--- src/rtl/weight_tile_loader.sv ---
// Weight tile loader: buffers ROWS input rows, then shifts them
// bottom-row-first into a PE column chain under a registered w_en.
module weight_tile_loader #(
    parameter int ROWS = 4,
    parameter int COLS = 4
) (
    input  logic              CLK,
    input  logic              RESET,
    input  logic              start,
    input  logic              wr_valid,
    input  logic [COLS*8-1:0] wr_data,
    output logic              wr_ready,
    output logic              w_en,
    output logic [COLS*8-1:0] weight_out,
    output logic              busy,
    output logic              done
);

    localparam int W  = COLS * 8;
    localparam int CW = $clog2(ROWS);

    typedef enum logic [1:0] {
        IDLE,
        FILL,
        SHIFT,
        DONE
    } state_t;

    state_t state;
    state_t state_nx;

    logic [CW-1:0] row_cnt;
    logic [CW-1:0] shift_cnt;
    logic [W-1:0]  tile [ROWS];

    logic accept;
    logic last_row;
    logic last_shift;

    assign accept     = (state == FILL) && wr_valid;
    assign last_row   = (row_cnt == CW'(ROWS - 1));
    assign last_shift = (shift_cnt == CW'(ROWS - 1));

    assign wr_ready = (state == FILL);
    assign busy     = (state != IDLE);
    assign done     = (state == DONE);

    always_comb begin
        state_nx = state;
        unique case (state)
            IDLE:  if (start) state_nx = FILL;
            FILL:  if (accept && last_row) state_nx = SHIFT;
            SHIFT: if (last_shift) state_nx = DONE;
            DONE:  state_nx = IDLE;
        endcase
    end

    always_ff @(posedge CLK or negedge RESET) begin
        if (!RESET) begin
            state      <= IDLE;
            row_cnt    <= '0;
            shift_cnt  <= '0;
            w_en       <= 1'b0;
            weight_out <= '0;
            for (int i = 0; i < ROWS; i++) begin
                tile[i] <= '0;
            end
        end else begin
            state <= state_nx;

            if (state == IDLE && start) begin
                row_cnt <= '0;
            end else if (accept) begin
                row_cnt <= last_row ? '0 : row_cnt + 1'b1;
            end

            if (accept) begin
                tile[row_cnt] <= wr_data;
            end

            if (accept && last_row) begin
                shift_cnt <= '0;
            end else if (state == SHIFT && !last_shift) begin
                shift_cnt <= shift_cnt + 1'b1;
            end

            // Bottom row bypasses the buffer so w_en starts right after the last handshake.
            if (accept && last_row) begin
                w_en       <= 1'b1;
                weight_out <= wr_data;
            end else if (state == SHIFT && !last_shift) begin
                w_en       <= 1'b1;
                weight_out <= tile[CW'(ROWS - 2) - shift_cnt];
            end else begin
                w_en       <= 1'b0;
                weight_out <= '0;
            end
        end
    end

endmodule

--- config.mk ---
export PLATFORM = sky130hd
export DESIGN_NAME = weight_tile_loader
export DESIGN_NICKNAME = d
export VERILOG_FILES = /design/src/rtl/weight_tile_loader.sv
export SDC_FILE = /design/constraint.sdc
export NUM_CORES = 1
export LEC_CHECK = 0
export ABC_AREA = 1
export BUFFER_PORTS_ARGS = -buffer_cell sky130_fd_sc_hd__buf_4
export CORE_UTILIZATION = 50
export DETAILED_ROUTE_END_ITERATION = 16
export GPL_ROUTABILITY_DRIVEN = 1
export PLACE_DENSITY = 0.72
export SLEW_MARGIN = 20
export SYNTH_ARGS = -nofsm -noshare
export SYNTH_HDL_FRONTEND = slang
export SYNTH_SLANG_ARGS = --single-unit
--- constraint.sdc ---
create_clock -name CLK -period 1.4 [get_ports CLK]
set_clock_uncertainty 0.1 [all_clocks]
set_input_delay 0.21 -clock CLK [delete_from_list [all_inputs] [get_ports CLK]]
set_output_delay 0.21 -clock CLK [all_outputs]
set_load 0.02 [all_outputs]
==> out/summary.json <==
{
  "post-place-cells": {"value": 1106},
  "dr.pass1.iters": {"value": 7},
  "syn_area_per_cell": {"value": 8.57, "unit": "sq um"},
  "totalWireLength": {"value": 22700, "unit": "um"},
  "die-width": {"value": 122, "unit": "um"},
  "timing_hold_violations_final": {"value": 0},
  "achievable-frequency": {"value": 583, "unit": "MHz"},
  "run_status": {"value": "finished with violations"},
  "grt_antenna_before_repair": {"value": 0},
  "yosys-top-cells-area": {"value": "sky130_fd_sc_hd__dfrtp_1 (58%), sky130_fd_sc_hd__nand2_1 (19%), sky130_fd_sc_hd__nand3_1 (6.9%), sky130_fd_sc_hd__o21ai_1 (6.6%), sky130_fd_sc_hd__inv_1 (2.2%)"},
  "detail_route.drc_violations": {"value": 0},
  "postSynth.asyncResetShare": {"value": 1.00},
  "min_period_over_period": {"value": 1.23},
  "power.ir.vdd_worst": {"value": 1490, "unit": "uV"},
  "timing.critical_path.arrival": {"value": 1.96, "unit": "ns"},
  "power.density": {"value": 2280, "unit": "mW/mm^2"},
  "floorplan.die.height": {"value": 122, "unit": "um"},
  "std_cell_rows": {"value": 43},
  "number_of_instances_in_the_synthesized_netlist": {"value": 846},
  "cts_made_buffers": {"value": 17},
  "synth.ff_latch_count": {"value": 167},
  "synthToLayoutAreaGrowth": {"value": 48.7, "unit": "%"},
  "routed_via_density": {"value": 5.63},
  "clockBufferDepth": {"value": 2},
  "hp-class": {"value": "input port to register"},
  "violated_checks": {"value": "setup timing"},
  "report.final.setup_viol": {"value": 170},
  "yosysSeqAreaShare": {"value": 0.577},
  "crit_fanout": {"value": 6},
  "via_count": {"value": 6799},
  "cp_slowest_stage_delay": {"value": 0.41, "unit": "ns"},
  "clkLatencyLatePin": {"value": 0.43, "unit": "ns"},
  "grt_start_max_net_pins": {"value": 43},
  "rsz0062_at_grt": {"value": "yes"},
  "synth_area_leader_cell": {"value": "sky130_fd_sc_hd__dfrtp_1"},
  "synth.yosys.warnings": {"value": 0},
  "place_worst_setup_slack": {"value": -0.0901, "unit": "ns"},
  "r2r_setup_slack": {"value": -0.32, "unit": "ns"},
  "timing.critical_path.max_delay_family": {"value": "buffers and inverters"},
  "io_buffer_count": {"value": 71},
  "fin_cells": {"value": 1208},
  "fin_util": {"value": 0.770},
  "tns": {"value": -36.81, "unit": "ns"},
  "synth_most_common_cell": {"value": "sky130_fd_sc_hd__nand2_1"},
  "cts-root-buf": {"value": "sky130_fd_sc_hd__clkbuf_16"},
  "layout_min_cycle_time": {"value": 1.72, "unit": "ns"},
  "hpwlAfterDp": {"value": 11100, "unit": "um"},
  "syn_area": {"value": 0.00725, "unit": "sq mm"},
  "synth_top_area_share": {"value": 0.577},
  "drt.antenna.violating_nets": {"value": 0},
  "syn-num-nets": {"value": 892},
  "h_tree_depth": {"value": 4},
  "crit_required": {"value": 1.64, "unit": "ns"},
  "worst-path-buf-inv": {"value": 5},
  "leakage": {"value": 0.00550, "unit": "uW"},
  "cp_cell_sequence": {"value": "buf_6, ha_4, buf_6, nand2_8, clkinv_8, nand2_8, buf_12, clkbuf_16, nand2_2, o21ai_1"},
  "final_net_count": {"value": 1061},
  "worstSetupPathType": {"value": "register to register"},
  "routedWlPerCell": {"value": 18.8, "unit": "um"},
  "coreArea": {"value": 0.0140, "unit": "sq mm"},
  "timing.critical_path.to_type": {"value": "register"},
  "total_power": {"value": 24600, "unit": "uW"},
  "slowest_stage": {"value": "sky130_fd_sc_hd__dfrtp_1"},
  "insertedDiodeCount": {"value": 0},
  "cts_tree": {"value": "yes"},
  "gp_routability_congestion": {"value": 0.789},
  "via_count_of_the_first_global_routing_pass": {"value": 6269},
  "critical_path.startpoint_type": {"value": "register"},
  "synth_cell_types": {"value": 18},
  "grt_remaining_overflow": {"value": 0},
  "max_slew_margin": {"value": 0.752},
  "synth_common_cells": {"value": "sky130_fd_sc_hd__nand2_1 (367), sky130_fd_sc_hd__dfrtp_1 (167), sky130_fd_sc_hd__nand3_1 (100), sky130_fd_sc_hd__o21ai_1 (96), sky130_fd_sc_hd__inv_1 (43)"},
  "i_o_pin_count": {"value": 72},
  "clk_pin_slew_worst_paths": {"value": 0.06, "unit": "ns"},
  "maxSlewViolCount": {"value": 0},
  "track_usage": {"value": 0.277},
  "clock-sinks": {"value": 167},
  "edff_count_synth": {"value": 0},
  "fp.dieArea": {"value": 0.0150, "unit": "sq mm"},
  "grt_first_pass_wirelength": {"value": 31300, "unit": "um"},
  "drive_above_1_share": {"value": 0.355},
  "postSynth.topFlopCell": {"value": "sky130_fd_sc_hd__dfrtp_1"},
  "floorplan.initialDensity": {"value": 0.518},
  "drv.max_cap_violation_count": {"value": 0},
  "setup_slack": {"value": -0.315, "unit": "ns"},
  "initialDrtViolationCount": {"value": 717},
  "worstMarginPinSlew": {"value": 0.372, "unit": "ns"}
}
[placed cells by master, fill, tap and decap left out, drive strengths merged]
cell and instances:
nor2 2, clkbuf 30, bufbuf 1, inv 45, or2 1, nand2 371, dfrtp 167, clkinv 7
dlygate4sd3 33, ha 10, buf 152, clkinvlp 4, bufinv 4, nand3 101, o21ai 100
[stage by stage]
step,hold WS (ns),cell area [sq um]
global route,0.0448,10800
global placement,0.0343,8420
finish,0.0109,10800
CTS,0.0278,10000
detailed placement,0.0383,8420
floorplan,-0.186,7360
[tightest hold or removal path: stages]
cell                      delay, ns
sky130_fd_sc_hd__buf_4         0.08
sky130_fd_sc_hd__nand2_1       0.07
sky130_fd_sc_hd__nand3_1       0.08
sky130_fd_sc_hd__o21ai_1       0.05
[kinds of logic after synthesis]
kind of cell / count (synthesis) / synth area share
AO/OA/AOI/OAI: 100 / 0.0691
buffers and inverters: 94 / 0.0691
adder cells (fa/ha/maj): 10 / 0.0173
AND/OR/NAND/NOR: 475 / 0.268
flip-flops: 167 / 0.577
[state kept, by name, indices dropped and copies added (netlist names)]
signal and count:
row_cnt 2, shift_cnt 2, state 2, tile 128, w_en 1, weight_out 32
[final timing paths]
path / from / cells after the start / endpoint
hold / removal: start / 4 / row_cnt[1]$_DFFE_PN0P_
setup / recovery: state[0]$_DFFE_PN0P_ / 10 / tile[46]$_DFFE_PN0P_
setup reg to reg: state[0]$_DFFE_PN0P_ / 10 / tile[46]$_DFFE_PN0P_
max in group asynchronous: RESET / 3 / tile[122]$_DFFE_PN0P_
hold reg to reg: tile[8]$_DFFE_PN0P_ / 2 / tile[8]$_DFFE_PN0P_
min in group asynchronous: RESET / 2 / tile[4]$_DFFE_PN0P_
[power breakdown]
group / internal (uW) / leakage (uW) / switching [uW]
Clock: 3020 / 0.000295 / 1930
Combinational: 4820 / 0.00302 / 6360
Sequential: 7010 / 0.00219 / 1460
Total: 14800 / 0.00550 / 9750
[what timing repair did]
action | in CTS | in global routing
setup buffers | 15 | 7
pin swaps | 1 | 9
hold endpoints to repair | 284 | 0
cloned | 11 | 12
hold buffers | 33 | 0
endpoints found under the setup margin | 162 | 170
resized for setup | 64 | 168
[final cells by class]
| type | count | area, sq um |
|---|---|---|
| Sequential cell | 167 | 4180 |
| Clock inverter | 13 | 179 |
| Inverter | 47 | 214 |
| Clock buffer | 19 | 443 |
| Multi-Input combinational cell | 585 | 3230 |
| Fill cell | 869 | 3210 |
| Timing Repair Buffer | 197 | 2300 |
| Tap cell | 180 | 225 |
[layer usage]
layer | GRT usage | part of all wire
met3 | 0.0525 | 0.073
met4 | 0.113 | 0.035
met1 | 0.369 | 0.40
met2 | 0.446 | 0.49
met5 | 0 | 0
Note: power is estimated with default switching activity, not from simulation.
